$ cat config.mk
export PLATFORM = sky130hd
export DESIGN_NAME = ex_stage_flat
export DESIGN_NICKNAME = d
export VERILOG_FILES = /design/src/rtl/ex_stage_if.sv /design/src/rtl/ex_stage.sv /design/src/flat_wrapper.sv
export SDC_FILE = /design/constraint.sdc
export NUM_CORES = 2
export LEC_CHECK = 0
export CAP_MARGIN = 0
export CORE_MARGIN = 5
export CORE_UTILIZATION = 55
export DETAILED_ROUTE_END_ITERATION = 10
export PLACE_DENSITY = 0.72
export SLEW_MARGIN = 0
export SYNTH_ARGS = -nofsm -noshare
export SYNTH_HDL_FRONTEND = slang
export SYNTH_SLANG_ARGS = --single-unit
export TNS_END_PERCENT = 1
$ cat constraint.sdc
create_clock -name clk -period 62.7 [get_ports clk]
set_clock_uncertainty 0.1 [all_clocks]
set_input_delay 15.675 -clock clk [delete_from_list [all_inputs] [get_ports clk]]
set_output_delay 15.675 -clock clk [all_outputs]
set_load 0.05 [all_outputs]
$ cat src/rtl/ex_stage_if.sv
// rtl/ex_stage_if.sv - ID/EX operand bundle and EX result bundle
//
// Purpose: carries one instruction's operands into the execute stage and its
// result back out to EX/MEM.
// Ports (signals):
//   aluop[2:0], alufun[3:0]  operation class and operation select
//   reg1[31:0], reg2[31:0]   operands
//   wd[4:0], wreg            destination address and write enable
//   annul                    flush the instruction currently in EX
//   wd_o[4:0], wreg_o        destination passed through, qualified enable
//   wdata_o[31:0]            result
//   stallreq                 hold upstream, bubble downstream
// Modports: master drives the instruction, slave is the execute stage.
interface ex_stage_if;
  logic [2:0]  aluop;
  logic [3:0]  alufun;
  logic [31:0] reg1;
  logic [31:0] reg2;
  logic [4:0]  wd;
  logic        wreg;
  logic        annul;
  logic [4:0]  wd_o;
  logic        wreg_o;
  logic [31:0] wdata_o;
  logic        stallreq;

  modport master (
    output aluop, alufun, reg1, reg2, wd, wreg, annul,
    input  wd_o, wreg_o, wdata_o, stallreq
  );

  modport slave (
    input  aluop, alufun, reg1, reg2, wd, wreg, annul,
    output wd_o, wreg_o, wdata_o, stallreq
  );
endinterface

$ cat src/rtl/ex_stage.sv
// rtl/ex_stage.sv - execute stage: ALU, multiplier, iterative divider
//
// Purpose: computes ALU and multiply results in the same cycle; divides use a
// 32-step restoring divider that stalls the pipeline for 33 cycles.
// Ports:
//   clk  clock, rising edge
//   rst  synchronous active-high reset
//   ex   ex_stage_if.slave (operands in, result/stall out)
module ex_stage (
  input  logic      clk,
  input  logic      rst,
  ex_stage_if.slave ex
);
  localparam logic [2:0] OP_ALU    = 3'b001;
  localparam logic [2:0] OP_MULDIV = 3'b010;

  typedef enum logic [1:0] {S_IDLE, S_BUSY, S_DONE} state_t;

  state_t      state, state_nx;
  logic [4:0]  cnt;
  logic [31:0] quo;      // dividend shifts out, quotient shifts in
  logic [31:0] rem;
  logic [31:0] dvs;
  logic        neg_q, neg_r, is_rem;

  // ALU
  logic [4:0]  shamt;
  logic [31:0] alu_res;
  assign shamt = ex.reg2[4:0];

  always_comb begin
    alu_res = '0;
    case (ex.alufun)
      4'd0: alu_res = ex.reg1 + ex.reg2;
      4'd1: alu_res = ex.reg1 - ex.reg2;
      4'd2: alu_res = ex.reg1 << shamt;
      4'd3: alu_res = {31'b0, $signed(ex.reg1) < $signed(ex.reg2)};
      4'd4: alu_res = {31'b0, ex.reg1 < ex.reg2};
      4'd5: alu_res = ex.reg1 ^ ex.reg2;
      4'd6: alu_res = ex.reg1 >> shamt;
      4'd7: alu_res = $signed(ex.reg1) >>> shamt;
      4'd8: alu_res = ex.reg1 | ex.reg2;
      4'd9: alu_res = ex.reg1 & ex.reg2;
      default: alu_res = '0;
    endcase
  end

  // One 64-bit multiplier; operand extension picks signed/unsigned flavour.
  // MULHU (3) treats reg1 as unsigned, MULHSU/MULHU (2,3) treat reg2 as unsigned.
  logic [63:0] mul_a, mul_b, prod;
  assign mul_a = {(ex.alufun[1:0] == 2'd3) ? 32'b0 : {32{ex.reg1[31]}}, ex.reg1};
  assign mul_b = {ex.alufun[1] ? 32'b0 : {32{ex.reg2[31]}}, ex.reg2};
  assign prod  = mul_a * mul_b;

  // Divide decode: codes 4..7, even codes are signed, codes 6/7 are remainders.
  logic        div_op, div_signed, div_zero, div_ovf, div_start;
  logic [31:0] mag1, mag2;
  assign div_op     = (ex.aluop == OP_MULDIV) && (ex.alufun[3:2] == 2'b01);
  assign div_signed = ~ex.alufun[0];
  assign div_zero   = (ex.reg2 == 32'd0);
  assign div_ovf    = div_signed && (ex.reg1 == 32'h8000_0000) && (ex.reg2 == 32'hFFFF_FFFF);
  assign div_start  = (state == S_IDLE) && div_op && !div_zero && !div_ovf && !ex.annul;
  assign mag1       = (div_signed && ex.reg1[31]) ? -ex.reg1 : ex.reg1;
  assign mag2       = (div_signed && ex.reg2[31]) ? -ex.reg2 : ex.reg2;

  logic [31:0] md_res;
  always_comb begin
    md_res = '0;
    case (ex.alufun)
      4'd0:       md_res = prod[31:0];
      4'd1, 4'd2,
      4'd3:       md_res = prod[63:32];
      // Only the degenerate cases resolve here; normal divides go through the FSM.
      4'd4, 4'd5: md_res = div_zero ? 32'hFFFF_FFFF : (div_ovf ? 32'h8000_0000 : 32'd0);
      4'd6, 4'd7: md_res = div_zero ? ex.reg1 : 32'd0;
      default:    md_res = '0;
    endcase
  end

  // Restoring step: bit 32 of the difference is the borrow (trial subtract failed).
  logic [32:0] rem_sh, rem_diff;
  assign rem_sh   = {rem, quo[31]};
  assign rem_diff = rem_sh - {1'b0, dvs};

  logic [31:0] q_fix, r_fix, div_res;
  assign q_fix   = neg_q ? -quo : quo;
  assign r_fix   = neg_r ? -rem : rem;
  assign div_res = is_rem ? r_fix : q_fix;

  always_ff @(posedge clk) begin
    if (rst) state <= S_IDLE;
    else     state <= state_nx;
  end

  always_ff @(posedge clk) begin
    if (rst) begin
      cnt    <= '0;
      quo    <= '0;
      rem    <= '0;
      dvs    <= '0;
      neg_q  <= 1'b0;
      neg_r  <= 1'b0;
      is_rem <= 1'b0;
    end else if (div_start) begin
      cnt    <= '0;
      quo    <= mag1;
      rem    <= '0;
      dvs    <= mag2;
      neg_q  <= div_signed && (ex.reg1[31] ^ ex.reg2[31]);
      neg_r  <= div_signed && ex.reg1[31];
      is_rem <= ex.alufun[1];
    end else if (state == S_BUSY) begin
      cnt <= cnt + 5'd1;
      if (!rem_diff[32]) begin
        rem <= rem_diff[31:0];
        quo <= {quo[30:0], 1'b1};
      end else begin
        rem <= rem_sh[31:0];
        quo <= {quo[30:0], 1'b0};
      end
    end
  end

  always_comb begin
    state_nx    = state;
    ex.stallreq = 1'b0;
    ex.wreg_o   = 1'b0;
    ex.wdata_o  = '0;
    ex.wd_o     = ex.wd;

    case (state)
      S_IDLE:  if (div_start) state_nx = S_BUSY;
      S_BUSY:  if (cnt == 5'd31) state_nx = S_DONE;
      S_DONE:  state_nx = S_IDLE;
      default: state_nx = S_IDLE;
    endcase
    if (ex.annul) state_nx = S_IDLE;

    if (rst) begin
      ex.wd_o = '0;
    end else if (!ex.annul) begin
      case (state)
        S_IDLE: begin
          if (div_start) begin
            ex.stallreq = 1'b1;
          end else if (ex.aluop == OP_ALU) begin
            ex.wreg_o  = ex.wreg;
            ex.wdata_o = alu_res;
          end else if (ex.aluop == OP_MULDIV) begin
            ex.wreg_o  = ex.wreg;
            ex.wdata_o = md_res;
          end
        end
        S_BUSY: ex.stallreq = 1'b1;
        S_DONE: begin
          ex.wreg_o  = ex.wreg;
          ex.wdata_o = div_res;
        end
        default: ex.stallreq = 1'b0;
      endcase
    end
  end
endmodule

$ cat src/flat_wrapper.sv
// flat-port wrapper written by rule: the top's interface ports become plain ports
module ex_stage_flat 
  (clk, rst, ex_aluop, ex_alufun, ex_reg1, ex_reg2, ex_wd, ex_wreg, ex_annul, ex_wd_o, ex_wreg_o, ex_wdata_o, ex_stallreq);
  ex_stage_if ex_i ();
  input  logic clk;
  input  logic rst;
  input wire logic [$bits(ex_i.aluop)-1:0] ex_aluop;
  input wire logic [$bits(ex_i.alufun)-1:0] ex_alufun;
  input wire logic [$bits(ex_i.reg1)-1:0] ex_reg1;
  input wire logic [$bits(ex_i.reg2)-1:0] ex_reg2;
  input wire logic [$bits(ex_i.wd)-1:0] ex_wd;
  input wire logic [$bits(ex_i.wreg)-1:0] ex_wreg;
  input wire logic [$bits(ex_i.annul)-1:0] ex_annul;
  output wire logic [$bits(ex_i.wd_o)-1:0] ex_wd_o;
  output wire logic [$bits(ex_i.wreg_o)-1:0] ex_wreg_o;
  output wire logic [$bits(ex_i.wdata_o)-1:0] ex_wdata_o;
  output wire logic [$bits(ex_i.stallreq)-1:0] ex_stallreq;
  assign ex_i.aluop = ex_aluop;
  assign ex_i.alufun = ex_alufun;
  assign ex_i.reg1 = ex_reg1;
  assign ex_i.reg2 = ex_reg2;
  assign ex_i.wd = ex_wd;
  assign ex_i.wreg = ex_wreg;
  assign ex_i.annul = ex_annul;
  assign ex_wd_o = ex_i.wd_o;
  assign ex_wreg_o = ex_i.wreg_o;
  assign ex_wdata_o = ex_i.wdata_o;
  assign ex_stallreq = ex_i.stallreq;
  ex_stage u_core (.clk(clk), .rst(rst), .ex(ex_i));
endmodule
# ---- Word level (Yosys, flattened, before mapping)
# Cells that the tools add are included.
dict set report classes {
  add_sub_neg 8
  mul 1
  div_mod_pow 0
  order_cmp 2
  n_eq_ne 20
  shift 3
  n_mux 36
  n_bitwise 5
  n_reduce_logical 23
}
# operator n
set ops {}
lappend ops {{2-to-1 mux 32 bit} 18}
lappend ops {{case mux 32 bit (10 select lines)} 1}
lappend ops {{negator 32 bit} 4}
lappend ops {{case mux 32 bit (4 select lines)} 1}
lappend ops {{equality test 32 bit, second input constant} 2}
lappend ops {{less-than comparator 32 bit} 2}
lappend ops {{multiplier 64 x 64 -> 64 bit} 1}
lappend ops {{case mux 32 bit (2 select lines)} 1}
lappend ops {{subtractor 33 x 32 -> 33 bit} 1}
lappend ops {{adder 32 bit} 1}
lappend ops {{bitwise AND 32 bit} 1}
lappend ops {{zero test 32 bit} 1}
lappend ops {{bitwise OR 32 bit} 1}
lappend ops {{left shift 32 x 5 -> 32 bit} 1}
lappend ops {{right shift 32 x 5 -> 32 bit} 1}
lappend ops {{>>> shifter 32 x 5 -> 32 bit} 1}
lappend ops {{subtractor 32 bit} 1}
lappend ops {{bitwise XOR 32 bit} 1}
lappend ops {{equality test 4 x 3 -> 1 bit, second input constant} 4}
lappend ops {{logical AND 1 bit} 10}
lappend ops {{2-to-1 mux 1 bit} 9}
lappend ops {{equality test 4 x 2 -> 1 bit, second input constant} 2}
lappend ops {{equality test 4 bit, second input constant} 2}
lappend ops {{OR reduction 2 bit} 4}
lappend ops {{21 further kinds} 27}
dict set report word_totals {
  register_bits 106
  latch_bits 0
  mem_bits_rw 0
  mem_bits_ro 0
  inputBits 80
  output_inout_bits 39
  mem_count 0
}

# ---- Longest topological paths before layout
dict set report logic_depth {
  word_depth 12
  ltp_mapped 39
}

# ---- Least setup slack after synthesis
# No wires, ideal clock.
dict set report synth_timing {
  kind {input to output}
  startpoint {in ex_reg2[2]}
  endpoint {out ex_wdata_o[26]}
  arrival_ns 26.489
  path_slack_ns 20.436
  cell_stages 32
  n_path_buf 7
  path_cell_list {clkbuf_1 > clkbuf_1 > clkbuf_1 > buf_1 > clkbuf_1 > buf_1 > nand3_1 > fa_1 > fa_1 > inv_1 > fa_1 > fa_1 > fa_1 > fa_1 > fa_1 > fa_1 > fa_1 > inv_1 > fa_1 > inv_1 > ha_1 > clkbuf_1 > a21o_1 > a21oi_1 > o221ai_1 > nand3b_1 > a2111oi_0 > o21ai_0 > nand2_1 > xnor2_1 > a221oi_1 > o31ai_1}
}
dict set report synth_between {
  elab_chain_len 9
}
# element line
set synth_lines {}
lappend synth_lines {{from (decl)} flat_wrapper.sv:10} ;# input wire logic [$bits(ex_i.reg2)-1:0] ex_reg2;
lappend synth_lines {{parallel branches: the longest is 5 deep, another holds multiplier 64 x 64 -> 64 bit} n/a}
lappend synth_lines {{2-to-1 mux 32 bit *} ex_stage.sv:144} ;# if (div_start) begin
lappend synth_lines {{case mux 32 bit (2 select lines) *} ex_stage.sv:142} ;# case (state)
lappend synth_lines {{2-to-1 mux 32 bit *} ex_stage.sv:141} ;# end else if (!ex.annul) begin
lappend synth_lines {{2-to-1 mux 32 bit *} ex_stage.sv:139} ;# if (rst) begin
lappend synth_lines {{to (decl)} flat_wrapper.sv:16} ;# output wire logic [$bits(ex_i.wdata_o)-1:0] ex_wdata_o;
# Every way passes the cells marked *.

# ---- Final worst setup path
dict set report layout_timing {
  startpoint {in ex_reg1[10]}
  endpoint {out ex_wdata_o[30]}
}
dict set report layout_between {
  elab_chain_len 10
}
# element line
set layout_lines {}
lappend layout_lines {{from (decl)} flat_wrapper.sv:9} ;# input wire logic [$bits(ex_i.reg1)-1:0] ex_reg1;
lappend layout_lines {{parallel branches: the longest is 6 deep, another holds multiplier 64 x 64 -> 64 bit} n/a}
lappend layout_lines {{2-to-1 mux 32 bit *} ex_stage.sv:144}
lappend layout_lines {{case mux 32 bit (2 select lines) *} ex_stage.sv:142}
lappend layout_lines {{2-to-1 mux 32 bit *} ex_stage.sv:141}
lappend layout_lines {{2-to-1 mux 32 bit *} ex_stage.sv:139}
# Marks and branches as above.

==> impl_table.tex <==
\begin{tabular}{lr}
\hline
Metric & Value \\
\hline
\multicolumn{2}{l}{\textbf{Hold path}} \\
\quad Hold WC Path Type & flop to flop \\
\multicolumn{2}{l}{\textbf{Route}} \\
\quad Count of nets left with antenna violations after detail routing & 0 \\
\quad Initial drt markers & 7430 \\
\quad Avg Vias per Cell & 6.36 \\
\quad Router iterations before antenna repair & 9 \\
\quad Number of vias after detailed routing & around 58000 \\
\quad Mean routed wirelength per cell & 30.9 um \\
\quad Total wire length after detailed routing & 283 mm \\
\quad DRC violation count after routing & 0 \\
\multicolumn{2}{l}{\textbf{Flow run}} \\
\quad Number of max-capacitance violations reported & 0 \\
\multicolumn{2}{l}{\textbf{Yosys}} \\
\quad Register bit total from synthesis & roughly 110 \\
\quad Area fraction in compound gates after synthesis & 12.0\% \\
\quad XOR/XNOR Fraction of Synth Area & 3.61\% \\
\quad Multiplexer area fraction after synthesis & $\sim$2.2\% \\
\quad Library cells used by synthesis & 96 \\
\quad Async S/R FF share, synth & 0\% \\
\quad Synthesized area divided by synthesized cell count & 8.30 um2 \\
\quad Total standard cell area after synthesis & 64500 um2 \\
\quad Synth Net Count & approximately 9700 \\
\quad Number of cells produced by synthesis & 7770 \\
\quad Yosys warnings & 0 \\
\quad Primary flip-flop cell chosen by synthesis mapping & sky130\_fd\_sc\_hd\_\_dfxtp\_1 \\
\quad Sequential fraction of the synthesis area & $\sim$3.3\% \\
\quad Dominant combinational cell family by area after synthesis & adder cells \\
\quad Simple logic cell fraction of the synthesized area & between 10\% and 20\% \\
\quad Synthesized-area fraction occupied by adder cells & a little over half \\
\quad Post-synth EDFFs & 0 \\
\multicolumn{2}{l}{\textbf{CTS}} \\
\quad Clock tree buffer depth & 2 \\
\quad Post-cts repair resize count & 0 \\
\quad Total of hold buffers inserted after clock tree synthesis & 0 \\
\quad CTS Root Buffer Type & sky130\_fd\_sc\_hd\_\_clkbuf\_16 \\
\quad Skew-Pair Late Insertion Delay & roughly 0.37 ns \\
\quad H-tree lvl count & 3 \\
\quad CTS clock-pin slew for the worst setup and hold paths & approximately 0.070 ns \\
\quad CTS tree & yes \\
\quad Number of post-CTS setup repair buffers & 0 \\
\quad Clk sinks & 106 \\
\quad Total clock buffers created by CTS & 9 \\
\multicolumn{2}{l}{\textbf{Timing}} \\
\quad Setup Total Neg Slack & 0 ns \\
\quad Post-layout worst setup margin & 18.61 ns \\
\quad Final-report hold violation count & 0 \\
\quad Actual transition at the worst max-transition pin & 1.45 ns \\
\quad RSZ-0062 raised after global routing & false \\
\quad Fin. max-slew vios & 0 \\
\quad Final period util & 70.3\% \\
\quad Highest clock rate & 22.7 MHz \\
\quad Setup-violating endpoint count in the final report & 0 \\
\quad Max-slew headroom at the worst pin & 2.15\% \\
\quad Final min period & 44.09 ns \\
\multicolumn{2}{l}{\textbf{Worst setup path}} \\
\quad End point of the critical path & ex\_wdata\_o[30] \\
\quad Cell family with most CP delay & adder cells \\
\quad Highest-delay cell along the critical path & sky130\_fd\_sc\_hd\_\_clkinv\_1 \\
\quad CP bufs+invs & 12 \\
\quad Data arrival time at the worst-slack endpoint & 28.32 ns \\
\quad Launch point of the critical path & ex\_reg1[10] \\
\quad Worst path depth & 34 \\
\quad Worst Path Max Fanout & 26 \\
\quad Setup crit start kind & primary input \\
\quad Req. time, crit path & 46.92 ns \\
\quad Critical register-to-register path endpoint & u\_core.rem[27]\$\_SDFFE\_PP0P\_ \\
\quad Worst r2r src & u\_core.quo[31]\$\_SDFFE\_PP0P\_ \\
\quad Cell seen most often among critical-path stages & sky130\_fd\_sc\_hd\_\_fa\_1 \\
\quad Critical Setup Path Class & primary input to output port \\
\quad Count of cells along the worst register-to-register path & 13 \\
\quad Setup crit end kind & output port \\
\quad CP peak stage delay & 1.16 ns \\
\quad Worst reg2reg setup slack & 58.13 ns \\
\multicolumn{2}{l}{\textbf{Final layout}} \\
\quad Number of nets at the end of the flow & 9562 \\
\quad Leading cell type in the layout, fill and taps excluded & sky130\_fd\_sc\_hd\_\_inv\_1 \\
\quad Synth-to-Final Area Change & 4.67\% \\
\quad Non-filler instance count after layout & 9163 \\
\quad Most frequent cells in the layout & sky130\_fd\_sc\_hd\_\_inv\_1, sky130\_fd\_sc\_hd\_\_fa\_1, sky130\_fd\_sc\_hd\_\_nor2\_1 \\
\quad Layout Utilization & 58.0\% \\
\quad Fraction of final layout cells with drive strength greater than 1 & slightly above 4\% \\
\multicolumn{2}{l}{\textbf{GRT}} \\
\quad Global-route wire length before repair & 411 mm \\
\quad Initial antenna violation count & 20 \\
\quad Number of global-route vias before repair & 59900 \\
\quad Remaining global-route overflow & 0 \\
\quad GRT Total Usage & a little under half \\
\quad Largest net degree at the start of global routing & 80 \\
\multicolumn{2}{l}{\textbf{Floorplan}} \\
\quad Initial core utilization & between 50 and 60\% \\
\quad Std cell rows & 125 \\
\quad Width of the die & approximately 350 um \\
\quad Die area & 124000 um2 \\
\quad Area of the placeable core & around 120000 um2 \\
\quad Height of the chip & 352 um \\
\quad Boundary pin count & $\sim$120 \\
\multicolumn{2}{l}{\textbf{Placed design}} \\
\quad Detailed Place HPWL & $\sim$220 mm \\
\quad IO buf count & 118 \\
\quad DP Cell Count & 9129 \\
\quad Global placer's final weighted congestion & 1.09 \\
\quad Pre-CTS setup slack & 19.05 ns \\
\multicolumn{2}{l}{\textbf{Run status}} \\
\quad Result of the run & completed \\
\hline
\end{tabular}
==> cell families (layout without fill, tap and decap cells) <==
kind of cell	after synthesis	count (layout)
multiplexers	117	117
other	0	18
buffers and inverters	2144	1995
XOR/XNOR	266	266
AND/OR/NAND/NOR	2066	2066
flip-flops	106	106
AO/OA/AOI/OAI	1205	1205
adder cells (fa/ha/maj)	1866	1866
==> state kept, by name (all words and copies together) (netlist names) <==
signal         count
u_core.neg_r       1
u_core.dvs        32
u_core.is_rem      1
u_core.quo        32
u_core.rem        32
u_core.cnt         5
u_core.neg_q       1
u_core.state       2
==> final cells by class <==
class | count | area, um2
multi-input combinational | 5520 | 54400
sequential | 106 | 2120
antenna | 18 | 45.0
tap | 1524 | 1910
timing repair buffer | 281 | 2360
clock buffer | 9 | 225
fill | 10700 | 48900
clock inverter | 7 | 109
inverter | 1698 | 6370
==> worst register-to-register path, delay by kind of cell, from the launching register on <==
family	cells	cell delay [ns]
mux	1	0.62
compound gates	7	1.94
buf+inv	1	0.13
flops	1	0.34
fa+ha+maj	2	0.48
simple gates	2	0.88
==> synthesized netlist by cell type, types with 24 or more instances <==
cell | number | area, um2
sky130_fd_sc_hd__a211oi_1 | 87 | 653
sky130_fd_sc_hd__a21o_1 | 62 | 465
sky130_fd_sc_hd__a21oi_1 | 359 | 1800
sky130_fd_sc_hd__a221oi_1 | 24 | 210
sky130_fd_sc_hd__a22oi_1 | 49 | 368
sky130_fd_sc_hd__a31oi_1 | 39 | 244
sky130_fd_sc_hd__and3_1 | 25 | 156
sky130_fd_sc_hd__buf_1 | 105 | 394
sky130_fd_sc_hd__clkbuf_1 | 330 | 1240
sky130_fd_sc_hd__dfxtp_1 | 106 | 2120
sky130_fd_sc_hd__fa_1 | 1422 | 28500
sky130_fd_sc_hd__ha_1 | 444 | 5560
sky130_fd_sc_hd__inv_1 | 1679 | 6300
sky130_fd_sc_hd__mux2i_1 | 83 | 831
sky130_fd_sc_hd__nand2_1 | 771 | 2890
sky130_fd_sc_hd__nand2b_1 | 30 | 188
sky130_fd_sc_hd__nand3_1 | 59 | 295
sky130_fd_sc_hd__nand4_1 | 34 | 213
sky130_fd_sc_hd__nor2_1 | 889 | 3340
sky130_fd_sc_hd__nor2b_1 | 36 | 225
sky130_fd_sc_hd__nor3_1 | 67 | 335
sky130_fd_sc_hd__o211ai_1 | 49 | 368
sky130_fd_sc_hd__o21ai_0 | 234 | 1170
sky130_fd_sc_hd__o21bai_1 | 33 | 248
sky130_fd_sc_hd__o221ai_1 | 25 | 219
sky130_fd_sc_hd__o22ai_1 | 35 | 219
sky130_fd_sc_hd__o31ai_1 | 41 | 308
sky130_fd_sc_hd__or3_1 | 36 | 225
sky130_fd_sc_hd__xnor2_1 | 200 | 1750
sky130_fd_sc_hd__xor2_1 | 66 | 578
==> per-layer routing <==
layer | vias up | part of all wire, % | GRT usage [%]
met5 | - | 0.064 | 0.308
met4 | 16 | 8.8 | 30.5
met1 | 29000 | 36 | 56.7
met3 | 1164 | 14 | 16.9
met2 | 4310 | 41 | 65.8
li1 | 23800 | - | -
==> through the flow <==
step,instance area [um2],hold WS [ns]
2_1_floorplan,64500,0.332
3_3_place_gp,67100,0.350
3_5_place_dp,67100,0.354
4_1_cts,67500,0.362
5_1_grt,67500,0.374
6_report,67500,0.365
==> worst min path at each step <==
stage	endpoint	slack [ns]	cells after the start	startpoint
after floorplan	u_core.dvs[30]$_SDFFE_PP0P_	0.33	2	u_core.dvs[30]$_SDFFE_PP0P_
after global placement	u_core.cnt[4]$_SDFFE_PP0P_	0.35	2	u_core.cnt[4]$_SDFFE_PP0P_
after detailed placement	u_core.dvs[30]$_SDFFE_PP0P_	0.35	2	u_core.dvs[30]$_SDFFE_PP0P_
after CTS	u_core.dvs[30]$_SDFFE_PP0P_	0.36	2	u_core.dvs[30]$_SDFFE_PP0P_
after global routing	u_core.dvs[30]$_SDFFE_PP0P_	0.37	2	u_core.dvs[30]$_SDFFE_PP0P_
final	u_core.dvs[30]$_SDFFE_PP0P_	0.36	2	u_core.dvs[30]$_SDFFE_PP0P_
Power is left out: the tool's default activity adds up to more than one toggle a clock period on the data nets, which glitch-free logic cannot reach.
